--- config.mk ---
export PLATFORM = sky130hd
export DESIGN_NAME = axis_pattern_generator
export DESIGN_NICKNAME = d
export VERILOG_FILES = /design/src/rtl/alpaca_types_pkg.sv /design/src/rtl/pattern_lane.sv /design/src/rtl/axis_pattern_generator.sv
export SDC_FILE = /design/constraint.sdc
export NUM_CORES = 1
export LEC_CHECK = 0
export ABC_CLOCK_PERIOD_IN_PS = 3100
export CAP_MARGIN = 20
export CORE_MARGIN = 2
export CORE_UTILIZATION = 39
export CTS_BUF_LIST = sky130_fd_sc_hd__clkbuf_4
export CTS_CLUSTER_SIZE = 24
export DETAILED_ROUTE_END_ITERATION = 10
export PLACE_DENSITY = 0.83
export SYNTH_ARGS = -nofsm -noshare
export SYNTH_HDL_FRONTEND = slang
export SYNTH_SLANG_ARGS = --single-unit
--- constraint.sdc ---
create_clock -name clk -period 3.1 [get_ports clk]
set_input_delay 0.465 -clock clk [delete_from_list [all_inputs] [get_ports clk]]
set_output_delay 0.465 -clock clk [all_outputs]
set_load 0.005 [all_outputs]
--- src/rtl/alpaca_types_pkg.sv ---
// Shared sample/packet types, mode and FSM encodings, and LFSR tap table
// for the AXI4-Stream pattern generator.
package alpaca_types_pkg;

  localparam int WIDTH        = 16;
  localparam int SAMP_PER_CLK = 4;

  typedef struct packed {
    logic signed [WIDTH-1:0] im;
    logic signed [WIDTH-1:0] re;
  } cx_t;

  typedef cx_t [SAMP_PER_CLK-1:0] pkt_t;

  typedef enum logic [1:0] {
    MODE_RAMP    = 2'd0,
    MODE_IMPULSE = 2'd1,
    MODE_CONST   = 2'd2,
    MODE_NOISE   = 2'd3
  } mode_t;

  typedef enum logic [1:0] {
    ST_IDLE = 2'd0,
    ST_RUN  = 2'd1,
    ST_STOP = 2'd2
  } state_t;

  // Maximal-length Fibonacci tap masks (bit k-1 set for tap k).
  function automatic logic [63:0] lfsr_taps(input int unsigned len);
    case (len)
      8:       return 64'h0000_0000_0000_00B8;
      16:      return 64'h0000_0000_0000_D008;
      64:      return 64'hD800_0000_0000_0000;
      default: return 64'h0000_0000_8020_0003;
    endcase
  endfunction

endpackage

--- src/rtl/pattern_lane.sv ---
// One lane of the pattern generator: maps mode and sample index to a {im,re} sample.
// Purely combinational; optional PATTERN_NOISE_EN adds the LFSR noise input.
module pattern_lane
  import alpaca_types_pkg::*;
#(
  parameter int LANE_W      = 16,
  parameter int N_W         = 4,
  parameter int IMPULSE_PHA = 0,
  parameter int IMPULSE_VAL = 1
) (
  input  mode_t               mode,
  input  logic [N_W-1:0]      n,
`ifdef PATTERN_NOISE_EN
  input  logic [2*LANE_W-1:0] lfsr,
`endif
  output logic [2*LANE_W-1:0] sample
);

  logic [LANE_W-1:0] re;
  logic [LANE_W-1:0] im;

  always_comb begin
    re = '0;
    im = '0;
    case (mode)
      MODE_IMPULSE: re = (n == N_W'(IMPULSE_PHA)) ? LANE_W'(IMPULSE_VAL) : '0;
      MODE_CONST:   re = LANE_W'(IMPULSE_VAL);
`ifdef PATTERN_NOISE_EN
      MODE_NOISE: begin
        re = lfsr[2*LANE_W-1:LANE_W];
        im = lfsr[LANE_W-1:0];
      end
`endif
      default:      re = LANE_W'(n);
    endcase
  end

  assign sample = {im, re};

endmodule

--- src/rtl/axis_pattern_generator.sv ---
// AXI4-Stream test-pattern source (ramp/impulse/constant, noise with PATTERN_NOISE_EN); registered outputs, one beat per clock.
// A beat is held while tvalid & !tready; frames always complete with tlast before a stop takes effect.
module axis_pattern_generator #(
  parameter int WIDTH        = alpaca_types_pkg::WIDTH,
  parameter int SAMP_PER_CLK = alpaca_types_pkg::SAMP_PER_CLK,
  parameter int FFT_LEN      = 16,
  parameter int IMPULSE_PHA  = 0,
  parameter int IMPULSE_VAL  = 1,
  parameter int NUM_FRAMES   = 0,
  parameter int CNT_W        = 16
) (
  input  logic                            clk,
  input  logic                            rst_n,
  input  logic                            en,
  input  logic [1:0]                      mode,
  input  logic                            m_axis_tready,
  output logic [SAMP_PER_CLK*2*WIDTH-1:0] m_axis_tdata,
  output logic                            m_axis_tvalid,
  output logic                            m_axis_tlast,
  output logic [CNT_W-1:0]                frame_cnt,
  output logic                            busy,
  output logic                            done
);
  import alpaca_types_pkg::*;

  localparam int BEATS  = FFT_LEN / SAMP_PER_CLK;
  localparam int BEAT_W = (BEATS > 1) ? $clog2(BEATS) : 1;
  localparam int N_W    = (FFT_LEN > 1) ? $clog2(FFT_LEN) : 1;
  localparam int LW     = 2 * WIDTH;
  localparam int DW     = SAMP_PER_CLK * LW;
  localparam logic [BEAT_W-1:0] LAST_BEAT    = BEAT_W'(BEATS - 1);
  localparam logic [CNT_W-1:0]  NUM_FRAMES_C = CNT_W'(NUM_FRAMES);

  state_t            state_q, state_d;
  logic [BEAT_W-1:0] beat_q, beat_d;
  mode_t             mode_q, mode_d;
  logic [CNT_W-1:0]  frame_cnt_q, frame_cnt_d;
  logic [DW-1:0]     tdata_q, tdata_d;
  logic              tvalid_q, tvalid_d;
  logic              tlast_q, tlast_d;
  logic              done_q, done_d;
  logic              busy_q;
  logic              load;
  logic              hs;
  logic              last_run_frame;
  logic [DW-1:0]     beat_dat;

`ifdef PATTERN_NOISE_EN
  localparam logic [LW-1:0] TAPS = LW'(lfsr_taps(LW));
  logic [LW-1:0] lfsr_q [SAMP_PER_CLK];
  logic [LW-1:0] lfsr_d [SAMP_PER_CLK];
`endif

  assign hs             = tvalid_q & m_axis_tready;
  assign last_run_frame = (NUM_FRAMES != 0) && ((frame_cnt_q + CNT_W'(1)) == NUM_FRAMES_C);

  always_ff @(posedge clk or negedge rst_n) begin
    if (!rst_n) state_q <= ST_IDLE;
    else        state_q <= state_d;
  end

  // STOP is RUN with a stop pending; the decision is taken only at the tlast handshake.
  always_comb begin
    state_d = state_q;
    case (state_q)
      ST_IDLE: if (en) state_d = ST_RUN;
      ST_RUN, ST_STOP: begin
        if (hs && tlast_q && (last_run_frame || !en)) state_d = ST_IDLE;
        else                                          state_d = en ? ST_RUN : ST_STOP;
      end
      default: state_d = ST_IDLE;
    endcase
  end

  always_comb begin
    beat_d      = beat_q;
    mode_d      = mode_q;
    frame_cnt_d = frame_cnt_q;
    tvalid_d    = tvalid_q;
    done_d      = 1'b0;
    load        = 1'b0;
`ifdef PATTERN_NOISE_EN
    for (int j = 0; j < SAMP_PER_CLK; j++) lfsr_d[j] = lfsr_q[j];
`endif
    case (state_q)
      ST_IDLE: begin
        if (en) begin
          mode_d      = mode_t'(mode);
          frame_cnt_d = '0;
          beat_d      = '0;
          tvalid_d    = 1'b1;
          load        = 1'b1;
`ifdef PATTERN_NOISE_EN
          for (int j = 0; j < SAMP_PER_CLK; j++) lfsr_d[j] = LW'(j + 1);
`endif
        end
      end
      default: begin
        if (hs) begin
`ifdef PATTERN_NOISE_EN
          for (int j = 0; j < SAMP_PER_CLK; j++)
            lfsr_d[j] = {lfsr_q[j][LW-2:0], ^(lfsr_q[j] & TAPS)};
`endif
          if (tlast_q) begin
            frame_cnt_d = frame_cnt_q + CNT_W'(1);
            beat_d      = '0;
            mode_d      = mode_t'(mode);
            if (state_d == ST_IDLE) begin
              tvalid_d = 1'b0;
              done_d   = 1'b1;
            end else begin
              load = 1'b1;
            end
          end else begin
            beat_d = beat_q + BEAT_W'(1);
            load   = 1'b1;
          end
        end
      end
    endcase
    tdata_d = load ? beat_dat : tdata_q;
    tlast_d = tvalid_d && (beat_d == LAST_BEAT);
  end

  // Lanes always look at the next beat/mode so new data lands in the handshake cycle.
  for (genvar j = 0; j < SAMP_PER_CLK; j++) begin : g_lane
    logic [N_W-1:0] lane_n;
    assign lane_n = N_W'(32'(beat_d) * SAMP_PER_CLK + j);

    pattern_lane #(
      .LANE_W      (WIDTH),
      .N_W         (N_W),
      .IMPULSE_PHA (IMPULSE_PHA),
      .IMPULSE_VAL (IMPULSE_VAL)
    ) u_lane (
      .mode   (mode_d),
      .n      (lane_n),
`ifdef PATTERN_NOISE_EN
      .lfsr   (lfsr_d[j]),
`endif
      .sample (beat_dat[j*LW +: LW])
    );
  end

  always_ff @(posedge clk or negedge rst_n) begin
    if (!rst_n) begin
      beat_q      <= '0;
      mode_q      <= MODE_RAMP;
      frame_cnt_q <= '0;
      tdata_q     <= '0;
      tvalid_q    <= 1'b0;
      tlast_q     <= 1'b0;
      done_q      <= 1'b0;
      busy_q      <= 1'b0;
`ifdef PATTERN_NOISE_EN
      for (int j = 0; j < SAMP_PER_CLK; j++) lfsr_q[j] <= '0;
`endif
    end else begin
      beat_q      <= beat_d;
      mode_q      <= mode_d;
      frame_cnt_q <= frame_cnt_d;
      tdata_q     <= tdata_d;
      tvalid_q    <= tvalid_d;
      tlast_q     <= tlast_d;
      done_q      <= done_d;
      busy_q      <= (state_d != ST_IDLE);
`ifdef PATTERN_NOISE_EN
      for (int j = 0; j < SAMP_PER_CLK; j++) lfsr_q[j] <= lfsr_d[j];
`endif
    end
  end

  assign m_axis_tdata  = tdata_q;
  assign m_axis_tvalid = tvalid_q;
  assign m_axis_tlast  = tlast_q;
  assign frame_cnt     = frame_cnt_q;
  assign busy          = busy_q;
  assign done          = done_q;

endmodule

# Word-level counts from Yosys, hierarchy flattened
# Cells that the tools add are included.
[classes]
eq_ne = 6
bitwise_logic = 1
mux = 38
add_sub_neg = 5
n_reduce_logical = 15
[ops]
columns = ["op", "count"]
rows = [
  ["$pmux 16 s2", 4],
  ["$mux 16", 4],
  ["$mux 2", 11],
  ["$mux 1", 18],
  ["$add 16x1->16 const B", 1],
  ["$logic_not 4->1", 4],
  ["$add 4x2->4 const B", 2],
  ["$eq 2x2->1 const B", 3],
  ["$reduce_bool 2->1", 3],
  ["$add 4x1->4 const B", 1],
  ["$eq 2x1->1 const B", 2],
  ["$logic_not 2->1", 2],
  ["$pmux 2 s2", 1],
  ["$logic_and 1x1->1", 3],
  ["$reduce_and 3->1", 1],
  ["$add 2x1->2 const B", 1],
  ["$ne 2x2->1 const B", 1],
  ["$reduce_or 2->1", 1],
  ["$and 1x1->1", 1],
  ["$logic_not 1->1", 1],
]
[totals]
regBits = 90
word_cells = 74
inputBits = 6
out_inout_bits = 148

# Depth between registers and ports, before layout
# Gate-level depths: netlist of the first run.
[depth]
depth_word = 11
ltp_mapped = 11

# By module
# From an unflattened synthesis of the first run, not the netlist that was laid out.
[hier_totals]
cells_unflattened = 569
hier_area_um2 = 7312.0
[by_module_without_submodules]
columns = ["module", "area_each_um2", "seq_area_each_um2", "n_inst", "cells_per_inst"]
rows = [
  ["axis_pattern_generator", 6135.9, 3853.7, 1, 413],
  ["pattern_lane", 294.0, 0.0, 4, 39],
]

# Least setup slack after synthesis of the first run
# No wires, ideal clock.
[synth_path]
path_type = "register to register"
from = "register state_q[0]"
to = "register tdata_q[0], in the netlist m_axis_tdata[0]"
t_arrival_ns = 2.143
path_stages_with_launch = 10
path_buffers = 1
setup_slack_ns = 0.879
setup_time_ns = 0.078
cell_sequence = "dfrtp_1 -> inv_1 -> ha_1 -> buf_2 -> o21ai_0 -> mux2i_1 -> inv_1 -> ha_1 -> a311o_1 -> o2bb2ai_1"
[synth_rtl]
columns = ["item", "line", "text"]
rows = [
  ["start: declaration", "axis_pattern_generator.sv:34", "state_t state_q, state_d;"],
  ["start signal: assignment", "axis_pattern_generator.sv:59", "else state_q <= state_d;"],
  ["$logic_not 2->1 (*)", "axis_pattern_generator.sv:85", "case (state_q)"],
  ["$mux 2 (*)", "axis_pattern_generator.sv:85", ""],
  ["named net g_lane[0].u_lane.mode[1]", "pattern_lane.sv:11", "input mode_t mode,"],
  ["$eq 2x2->1 or $eq 2x1->1 (tied branches)", "pattern_lane.sv:25", "case (mode)"],
  ["$pmux 16 s2 (*)", "pattern_lane.sv:25", ""],
  ["end signal: assignment", "axis_pattern_generator.sv:162", "tdata_q <= tdata_d;"],
  ["end: declaration", "axis_pattern_generator.sv:38", "logic [DW-1:0] tdata_q, tdata_d;"],
]
# The timed path passes the listed nets; every way through them passes the cells marked *.
# A chain may end at the register's enable or synchronous reset.

# Worst setup path in the final report of the first run
[layout_path]
from = "input port m_axis_tready"
to = "register tdata_q[0], in the netlist m_axis_tdata[0]"
[layout_rtl]
columns = ["item", "line", "text"]
rows = [
  ["start: declaration", "axis_pattern_generator.sv:16", "input logic m_axis_tready,"],
  ["$and 1x1->1 (*)", "axis_pattern_generator.sv:54", "assign hs = tvalid_q & m_axis_tready;"],
  ["$mux 2 (*)", "axis_pattern_generator.sv:99", "if (hs) begin"],
  ["$mux 2 (*)", "axis_pattern_generator.sv:85", ""],
  ["named net g_lane[0].u_lane.mode[1]", "pattern_lane.sv:11", ""],
  ["$eq 2x2->1 or $eq 2x1->1 (tied branches)", "pattern_lane.sv:25", ""],
  ["$pmux 16 s2 (*)", "pattern_lane.sv:25", ""],
]
# Marked as above.

==> results of run 1 <==
==> layout by cell type (no fill, tap or decap), types with 4 or more instances in the layout <==
cell             Yosys  layout
a21oi_1             10      10
clkbuf_4             1       7
clkdlybuf4s50_1      0      39
conb_1               1     114
dfrtp_1             32      32
ha_1                 7       7
inv_1               14      14
mux2i_1              6       6
nand2_1             10      10
nand3_1              4       4
nor2_1               6       6
o21ai_0             14      14
or3_1                5       5
xor2_1               4       4
==> worst paths after layout <==
path | to | slack (ns) | cells past startpoint
max reg2reg | m_axis_tdata[0] | 0.59 | 9
max in group asynchronous | frame_cnt[5] | 2.29 | 2
min in group asynchronous | m_axis_tdata[96] | 0.51 | 2
max | m_axis_tdata[0] | 0.56 | 8
min | m_axis_tdata[0] | 0.50 | 1
min reg2reg | m_axis_tdata[0] | 0.50 | 1
==> per-stage QoR <==
stage | cells | hold slack, ns | total power [W] | util
after floorplan | 394 | 0.169 | 0.00111 | -
after global placement | 385 | 0.490 | 0.00120 | 0.401
after detailed placement | 385 | 0.477 | 0.00122 | 0.401
after CTS | 393 | 0.507 | 0.00148 | 0.410
after global routing | 393 | 0.548 | 0.00159 | 0.410
final | 393 | 0.502 | 0.00147 | 0.410
==> power breakdown <==
group / internal, W / switching [W]
clock network: 0.000105 / 0.000144
registers: 0.000502 / 0.0000595
logic: 0.000311 / 0.000345
total: 0.000918 / 0.000548
==> final cells by class <==
type,count,area [um2]
Clock buffer,7,52.6
Clock inverter,1,3.75
Fill cell,672,3770
Inverter,14,52.6
Multi-Input combinational cell,221,1210
Sequential cell,32,801
Tap cell,77,96.3
Timing Repair Buffer,41,405
==> registers in the layout (all words and copies together), names as in the netlist <==
register and cells:
mode_q 2, state_q 2, done 1, m_axis_tdata 6, m_axis_tlast 1, m_axis_tvalid 1, busy 1, frame_cnt 16
beat_q 2
==> worst max-delay path, stage by stage <==
cell and delay (ns):
clkdlybuf4s50_1 0.52, nand3_1 0.19, o21ai_0 0.43, mux2i_1 0.35, inv_1 0.12, ha_1 0.33
a311o_1 0.28, o2bb2ai_1 0.11
==> layer usage <==
metal  vias up  routed length (um)  global-route usage  part of all wire
li1        771                   -                   -                 -
met1       789                1770               0.145              0.40
met2        97                2220               0.200              0.50
met3         5                 420              0.0520             0.094
met4         0                  39              0.0231            0.0088
met5         -                   0                   0                 0
==> cell usage after synthesis, types with 2 or more instances <==
master,number
buf_4,124
dfrtp_1,32
inv_1,14
o21ai_0,14
a21oi_1,10
nand2_1,10
ha_1,7
mux2i_1,6
nor2_1,6
or3_1,5
nand3_1,4
xor2_1,4
and2_1,3
mux2_2,3
o2111ai_1,3
o31ai_1,3
or4_1,3
a31oi_1,2
and2_2,2
nand3b_1,2
==> cells by family after synthesis <==
family | synth area share
buffers and inverters | 0.389
AND/OR/NAND/NOR | 0.103
AO/OA/AOI/OAI | 0.114
flip-flops | 0.309
multiplexers | 0.0362
adder cells (fa/ha/maj) | 0.0338
XOR/XNOR | 0.0135
other | 0.00145
==> flow_metrics.py, run 1 <==
metrics = {
    "run_status": {
        "status": "completed",
    },
    "clock_tree": {
        "cts.root.buffer_cell": "clkbuf_4",
        "worst_skew_pair.late_latency_ns": 0.34,
        "cts_tree": "built",
        "numClockSinks": 32,
        "post_cts.repair.setup_buffers": 0,
        "cts_resized": 0,
        "cts_buffer_depth": 2,
        "cts_max_level": 2,
        "cts.clk_slew.worst_paths_ns": 0.09,
        "cts_hold_repair.buffers": 0,
        "cts_buffers": 5,
    },
    "drt": {
        "dr_total_vias": 1662,
        "total_wire_length_mm": 4.45,
        "ant_nets": 0,
        "drt-wirelength-per-cell_um": 11.3,
        "dr.first_iter.drc_count": 50,
        "vias_per_instance": 4.23,
        "route.detailed.drc": 0,
        "detail_route.first_pass.iterations": 4,
    },
    "global_route": {
        "grt_pass1_vias": 1476,
        "grt_antenna_before_repair": 0,
        "grt_max_degree": 33,
        "grt_overflow": 0,
        "grt_use_total": 0.120,
        "grt_first_pass_wirelength_mm": 7.01,
    },
    "cells_and_area": {
        "fin_area_mm2": 0.00262,
        "syn_to_final_growth_pct": 1.01,
        "final_layout_size_suffix_gt1_frac": 0.0665,
        "antenna_cells": 0,
        "final_net_count": 328,
    },
    "logic_synthesis": {
        "number_of_flip_flops_and_latches_in_the_synthesized_netlist": 32,
        "syn_area_per_cell_um2": 9.23,
        "syn_inst": 281,
        "yosys.area.top_type": "buf_4",
        "synth_top_area_share": 0.359,
        "synthFlopType": "dfrtp_1",
        "postSynth.asyncResetShare": 1.00,
        "synthesis.yosys.warnings": 0,
        "synth_area_leaders": "buf_4 36%, dfrtp_1 31%, ha_1 3.4%",
        "seq_area_frac_synth": 0.309,
        "synthesis.area_mm2": 0.00259,
        "synth_enable_flop_cells": 0,
        "synthDistinctLibCells": 44,
    },
    "sta": {
        "timing_hold_violations_final": 0,
        "slew_of_the_pin_with_the_lowest_slew_margin_ns": 0.652,
        "setup_violations": 0,
        "rsz0062_at_grt": "no",
        "timing.final.crit_share": 0.821,
        "timing_max_transition_violations_final": 0,
        "setup_ws_ns": 0.556,
        "max-slew-margin-rel": 0.559,
        "achievable-frequency_mhz": 393,
        "timing.setup.tns_ns": 0,
        "fin_worst_skew_ns": 0.00841,
        "layout_min_cycle_time_ns": 2.54,
    },
    "power": {
        "powerDensity_mw_per_mm2": 560,
        "irDropWorstVdd_mv": 0.448,
        "p_leak_nw": 1.31,
    },
    "placement": {
        "dp.final_hpwl_mm": 3.41,
        "routabilityCongestion": 0.839,
        "port-buffer-count": 39,
        "placement.setup.worst_slack_ns": 0.195,
        "postPlaceCellArea_mm2": 0.00256,
    },
    "setup_path": {
        "setup.worst_path.start": "m_axis_tready",
        "setup.worst_path.end_class": "flip-flop",
        "timing.critical_path.fanout_max": 4,
        "critPathArrivalTime_ns": 2.81,
        "criticalPathCategory": "input pin to flip-flop",
        "critical_path_required_ns": 3.37,
        "critical_path.startpoint_type": "input pin",
        "reg2reg_from": "state_q[1]",
    },
    "min_path": {
        "hold_path.startpoint": "m_axis_tdata[0]",
        "worstHoldPathType": "flip-flop to flip-flop",
    },
    "die": {
        "design.portCount": 154,
        "chipHeight_um": 85.5,
        "rows": 29,
        "fp.dieW_um": 85.5,
        "die_area_mm2": 0.00732,
        "initial_utilization": 0.406,
        "placeableCoreArea_mm2": 0.00639,
    },
    "job": {
        "max_cap_viol_count": 0,
    },
}
Power figures use the tool's default switching activity.
==> run 2, diff against run 1 <==
ABC_CLOCK_PERIOD_IN_PS = 2400   (was 3100)
clock period = 2.4 ns   (was 3.1 ns; I/O delays follow)
==> run 2 against run 1 <==
  * Utilization rose by 1.8 points
  * Clock skew rose by 0.0061 ns
  * Register-to-register slack got worse by 0.35 ns
  * Final cell count rose by 3.6%
  * Sequential share of layout area fell by 1.3 points
  * Clock power rose by 21%
  * First-iteration DRC count rose by 30%
  * Worst hold slack got worse by 0.084 ns
  * Largest power group unchanged
  * Critical path depth rose by 1
  * Sequential power rose by 29%
  * Wire length rose by 3.4%
==> flow_metrics.py, run 2 (synthesized netlist as in run 1, its figures left out) <==
metrics = {
    "drt": {
        "ant_nets": 0,
        "route.detailed.drc": 0,
        "drt-wirelength-per-cell_um": 11.3,
        "vias_per_instance": 4.21,
        "detail_route.first_pass.iterations": 4,
        "total_wire_length_mm": 4.60,
        "dr_total_vias": 1712,
        "dr.first_iter.drc_count": 65,
    },
    "setup_path": {
        "criticalPathCategory": "flip-flop to flip-flop",
        "critical_path.startpoint_type": "flip-flop",
        "most_used_cell_cp": "inv_1",
        "critPathArrivalTime_ns": 2.43,
        "timing.critical_path.fanout_max": 6,
        "critical_path_required_ns": 2.67,
        "setup.worst_path.end_class": "flip-flop",
        "cpMaxStageDelayCell": "dfrtp_1",
        "worst_path_cell_trace": "inv_1, ha_2, nand2_1, o21ai_1, mux2i_1, inv_1, ha_1, a311o_1, o2bb2ai_1",
        "cp_slowest_stage_delay_ns": 0.41,
    },
    "cells_and_area": {
        "fin_area_mm2": 0.00273,
        "final_net_count": 343,
        "layout.area.seq_um2": 801,
        "layout_common_cells": "114 x conb_1, 39 x clkdlybuf4s50_1, 32 x dfrtp_1, 17 x buf_4, 14 x inv_1",
        "multi_input_area_mm2": 0.00121,
        "antenna_cells": 0,
        "syn_to_final_growth_pct": 5.36,
        "largest_register_ffs": 16,
        "layout.cells.most_common": "conb_1",
        "final_layout_size_suffix_gt1_frac": 0.115,
        "final.fill_count": 665,
        "stdcell_count": 407,
    },
    "min_path": {
        "worstHoldPathType": "input pin to asynchronous set/reset pin",
    },
    "clock_tree": {
        "worst_skew_pair.late_latency_ns": 0.34,
        "cts_max_level": 2,
        "cts.root.buffer_cell": "clkbuf_4",
        "cts_tree": "built",
        "cts_buffers": 5,
        "numClockSinks": 32,
        "cts_buffer_depth": 2,
        "cts.clk_slew.worst_paths_ns": 0.10,
    },
    "placement": {
        "placed_cells": 400,
        "dp.final_hpwl_mm": 3.62,
        "postPlaceCellArea_mm2": 0.00268,
        "port-buffer-count": 39,
        "routabilityCongestion": 0.858,
    },
    "global_route": {
        "grt_antenna_before_repair": 0,
        "grt_max_degree": 33,
        "grt_first_pass_wirelength_mm": 7.22,
        "grt_pass1_vias": 1537,
        "grt_use_total": 0.123,
        "grt_overflow": 0,
    },
    "sta": {
        "layout_min_cycle_time_ns": 2.16,
        "achievable-frequency_mhz": 463,
        "timing.final.crit_share": 0.901,
        "whs_ns": 0.418,
        "max-slew-margin-rel": 0.571,
        "setup_violations": 0,
        "fin_worst_skew_ns": 0.0145,
        "timing_max_transition_violations_final": 0,
        "rsz0062_at_grt": "no",
        "timing_hold_violations_final": 0,
        "timing.setup.tns_ns": 0,
        "slew_of_the_pin_with_the_lowest_slew_margin_ns": 0.634,
    },
    "power": {
        "total_power_w": 0.00205,
        "irDropWorstVdd_mv": 0.504,
        "p_leak_nw": 1.38,
        "powerDensity_mw_per_mm2": 752,
    },
    "job": {
        "max_cap_viol_count": 0,
    },
    "die": {
        "chipHeight_um": 85.5,
        "initial_utilization": 0.406,
        "die_area_mm2": 0.00732,
        "design.portCount": 154,
        "placeableCoreArea_mm2": 0.00639,
        "rows": 29,
        "fp.dieW_um": 85.5,
    },
    "run_status": {
        "status": "completed",
    },
}
run 2: power by group:
part,switching (W),internal [W]
clock network,0.000181,0.000119
registers,0.0000775,0.000648
logic,0.000497,0.000530
total,0.000756,0.00130
run 2: what timing repair did:
item                                    CTS  global route
hold buffers                              0             0
resized for setup                         0             3
buffers inserted                          0             0
endpoints found under the setup margin    0             1
run 2: cell type report:
class | instances | area share
multi-input cells | 221 | 0.444
flip-flops and latches | 32 | 0.293
repair buffers | 56 | 0.190
well taps | 77 | 0.0353
inverters | 14 | 0.0192
clock buffers | 6 | 0.0165
clock inverters | 1 | 0.00183
run 2: worst paths after layout:
check                           startpoint              end  slack [ns]  cells past startpoint
max                             state_q[0]  m_axis_tdata[0]        0.24                      9
max reg2reg                     state_q[0]  m_axis_tdata[0]        0.24                      9
min in group clk           m_axis_tdata[0]  m_axis_tdata[0]        0.53                      1
max in group asynchronous            rst_n     frame_cnt[5]        1.66                      2
min reg2reg                m_axis_tdata[0]  m_axis_tdata[0]        0.53                      1
min                                  rst_n    frame_cnt[12]        0.42                      2
run 2: per-stage QoR:
| step | setup WS (ns) | util |
|---|---|---|
| 6_report | 0.238 | 0.428 |
| 5_1_grt | 0.0307 | 0.428 |
| 4_1_cts | 0.110 | 0.427 |
| 2_1_floorplan | 0.179 | - |
| 3_3_place_gp | -0.0485 | 0.419 |
| 3_5_place_dp | -0.158 | 0.419 |
run 2: per-layer routing:
layer  vias to the layer above  share of wire  track usage
met2                       100           0.48        0.201
li1                        797              -            -
met4                         0         0.0096       0.0303
met3                         5          0.091       0.0395
met5                         -              0            0
met1                       810           0.41        0.160
run 2: critical path, delay by kind of cell (launching register included):
kind | cells | cell delay [ns]
adder cells (fa/ha/maj) | 2 | 0.56
AO/OA/AOI/OAI | 3 | 0.55
flip-flops | 1 | 0.41
multiplexers | 1 | 0.32
buffers and inverters | 2 | 0.17
AND/OR/NAND/NOR | 1 | 0.09
==> RTL change, RTL diff (flow settings as in run 1) <==
Register the input `mode` before use, cleared by the reset. The logic sees it one clock later. The other inputs are not delayed to match. Comments in the files are not updated.
--- a/src/rtl/axis_pattern_generator.sv
+++ b/src/rtl/axis_pattern_generator.sv
@@ -30,6 +30,16 @@
   localparam int DW     = SAMP_PER_CLK * LW;
   localparam logic [BEAT_W-1:0] LAST_BEAT    = BEAT_W'(BEATS - 1);
   localparam logic [CNT_W-1:0]  NUM_FRAMES_C = CNT_W'(NUM_FRAMES);
+
+  logic [1:0] mode_r;
+
+  always_ff @(posedge clk or negedge rst_n) begin
+    if (!rst_n) begin
+      mode_r <= '0;
+    end else begin
+      mode_r <= mode;
+    end
+  end
 
   state_t            state_q, state_d;
   logic [BEAT_W-1:0] beat_q, beat_d;
@@ -85,7 +95,7 @@
     case (state_q)
       ST_IDLE: begin
         if (en) begin
-          mode_d      = mode_t'(mode);
+          mode_d      = mode_t'(mode_r);
           frame_cnt_d = '0;
           beat_d      = '0;
           tvalid_d    = 1'b1;
@@ -104,7 +114,7 @@
           if (tlast_q) begin
             frame_cnt_d = frame_cnt_q + CNT_W'(1);
             beat_d      = '0;
-            mode_d      = mode_t'(mode);
+            mode_d      = mode_t'(mode_r);
             if (state_d == ST_IDLE) begin
               tvalid_d = 1'b0;
               done_d   = 1'b1;
Behaviour: not the same (Yosys sat finds a counterexample within 4 cycles, from zero or initial values and one cycle with rst_n low).
==> RTL change against run 1 <==
The flow now finishes with violations (DRC). Combinational power is 2% higher. Routed wire length shrank 1.1%. Final area grew 1.7%. First-iteration DRC count up 76%. Area after synthesis rose by 0.77%. Sequential cell count up 2. Setup slack improved by 0.031 ns. Critical path depth up 1. Total power increased by 2.8%. Global-route usage is 0.61 points lower. Sequential power up 6.8%. Synthesized cell count rose by 2.1%. Sequential share of layout area rose by 1.4 points.
==> RTL change: results <==
group,metric,value,unit
setup_path,r2r-end,"m_axis_tdata[0]$_DFFE_PN0P_",
drt,drc,14,
setup_path,cp-startpoint,"state_q[0]$_DFF_PN0_",
power_and_ir_drop,power.leakage,0.00132,uW
layout,drive_gt1_share,6.19,%
layout,num-nets-final,335,
synth,async_flop_share,100,%
synth,synth_common_cells,"buf_4, dfrtp_1, inv_1, o21ai_0",
place,gp_congestion,0.876,
drt,drtIter0Drc,88,
clock_tree,cts_buffer_depth,2,
clock_tree,post_cts_buffers,0,
layout,antennaDiodeCount,0,
global_routing,grt_max_degree,35,
power_and_ir_drop,ir_drop,444,uV
layout,largest_reg_flops,16,
clock_tree,htreeDepth,2,
drt,vias,1726,
setup_path,cp_slowest_stage_delay,0.41,ns
synth,synth_cell_types,41,
setup_path,rrSetupSlack,0.59,ns
synth,seq_area_frac_synth,32.6,%
synth,synth_area_leaders,"buf_4, dfrtp_1, ha_1",
status,violations,"DRC",
sta,finClkSkew,0.00901,ns
drt,routed_wl,4400,um
drt,drtPass1Iterations,7,
global_routing,grt_pass1_vias,1431,
setup_path,critPathMaxFanout,14,
place,dp_hpwl,3340,um
setup_path,crit_path_top_delay_cell,"dfrtp_1",
synth,yosysWarnings,0,
global_routing,grt.total_usage,11.4,%
clock_tree,clkTransAtPathRegs,0.11,ns
setup_path,cp_top_family,"adder cells",
global_routing,antenna_found_initial,0,
clock_tree,cts-root-buf,"clkbuf_4",
clock_tree,cts_made_buffers,5,
place,numPortBuffers,39,
clock_tree,post_cts_resized,0,
clock_tree,clock_latency,0.34,ns
setup_path,rr_worst_depth,9,
setup_path,cp.arrival,2.77,ns
sta,worstMarginPinSlew,0.917,ns
synth,ys.flop_type,"dfrtp_1",
global_routing,grt_first_pass_wirelength,6590,um
status,outcome,"finished, violations left",
sta,tns,0,ns
min_path,hp-class,"input port to async pin",
RTL change: per-stage QoR:
step	hold WS [ns]	worst slack (ns)	instances	instance area (sq um)	power [uW]
after floorplan	0.169	0.859	400	3040	1130
after global placement	0.486	0.460	392	2610	1240
after detailed placement	0.505	0.336	392	2610	1260
after CTS	0.523	0.585	400	2660	1520
after global routing	0.539	0.327	400	2660	1610
final	0.525	0.586	400	2660	1510
RTL change: cell families (layout without fill, tap and decap cells):
| kind of cell | after synthesis | after routing | share of synthesized area, % |
|---|---|---|---|
| buf+inv | 142 | 65 | 38.0 |
| other cells | 1 | 114 | 0.144 |
| mux | 9 | 9 | 3.59 |
| flops | 34 | 34 | 32.6 |
| xor+xnor | 4 | 4 | 1.34 |
| simple gates | 47 | 47 | 10.8 |
| compound gates | 43 | 43 | 10.2 |
| fa+ha+maj | 7 | 7 | 3.35 |
RTL change: report_power, final:
| group | internal [uW] | switching (uW) | total [uW] |
|---|---|---|---|
| sequential | 530 | 68.9 | 599 |
| clock | 93.9 | 147 | 241 |
| combinational | 318 | 349 | 667 |
RTL change: per-layer routing:
layer	track usage, %	vias to the layer above	routed length (um)
met3	3.46	4	393
met2	18.2	105	2180
met1	14.4	819	1780
met5	0	-	0
li1	-	798	-
met4	4.47	0	53
RTL change: layout make-up:
cell class                      count  area [sq um]
Clock buffer                        6          45.0
Clock inverter                      2          8.76
Fill cell                         644          3760
Inverter                           15          56.3
Multi-Input combinational cell    224          1190
Sequential cell                    34           851
Tap cell                           77          96.3
Timing Repair Buffer               42           413
RTL change: worst max-delay path by stage:
stage	endpoint	slack (ns)
6_report	m_axis_tdata[0]$_DFFE_PN0P_	0.59
5_1_grt	m_axis_tdata[0]$_DFFE_PN0P_	0.33
4_1_cts	m_axis_tdata[0]$_DFFE_PN0P_	0.58
3_5_place_dp	m_axis_tdata[0]$_DFFE_PN0P_	0.34
3_3_place_gp	m_axis_tdata[0]$_DFFE_PN0P_	0.46
2_1_floorplan	m_axis_tdata[0]$_DFFE_PN0P_	0.86
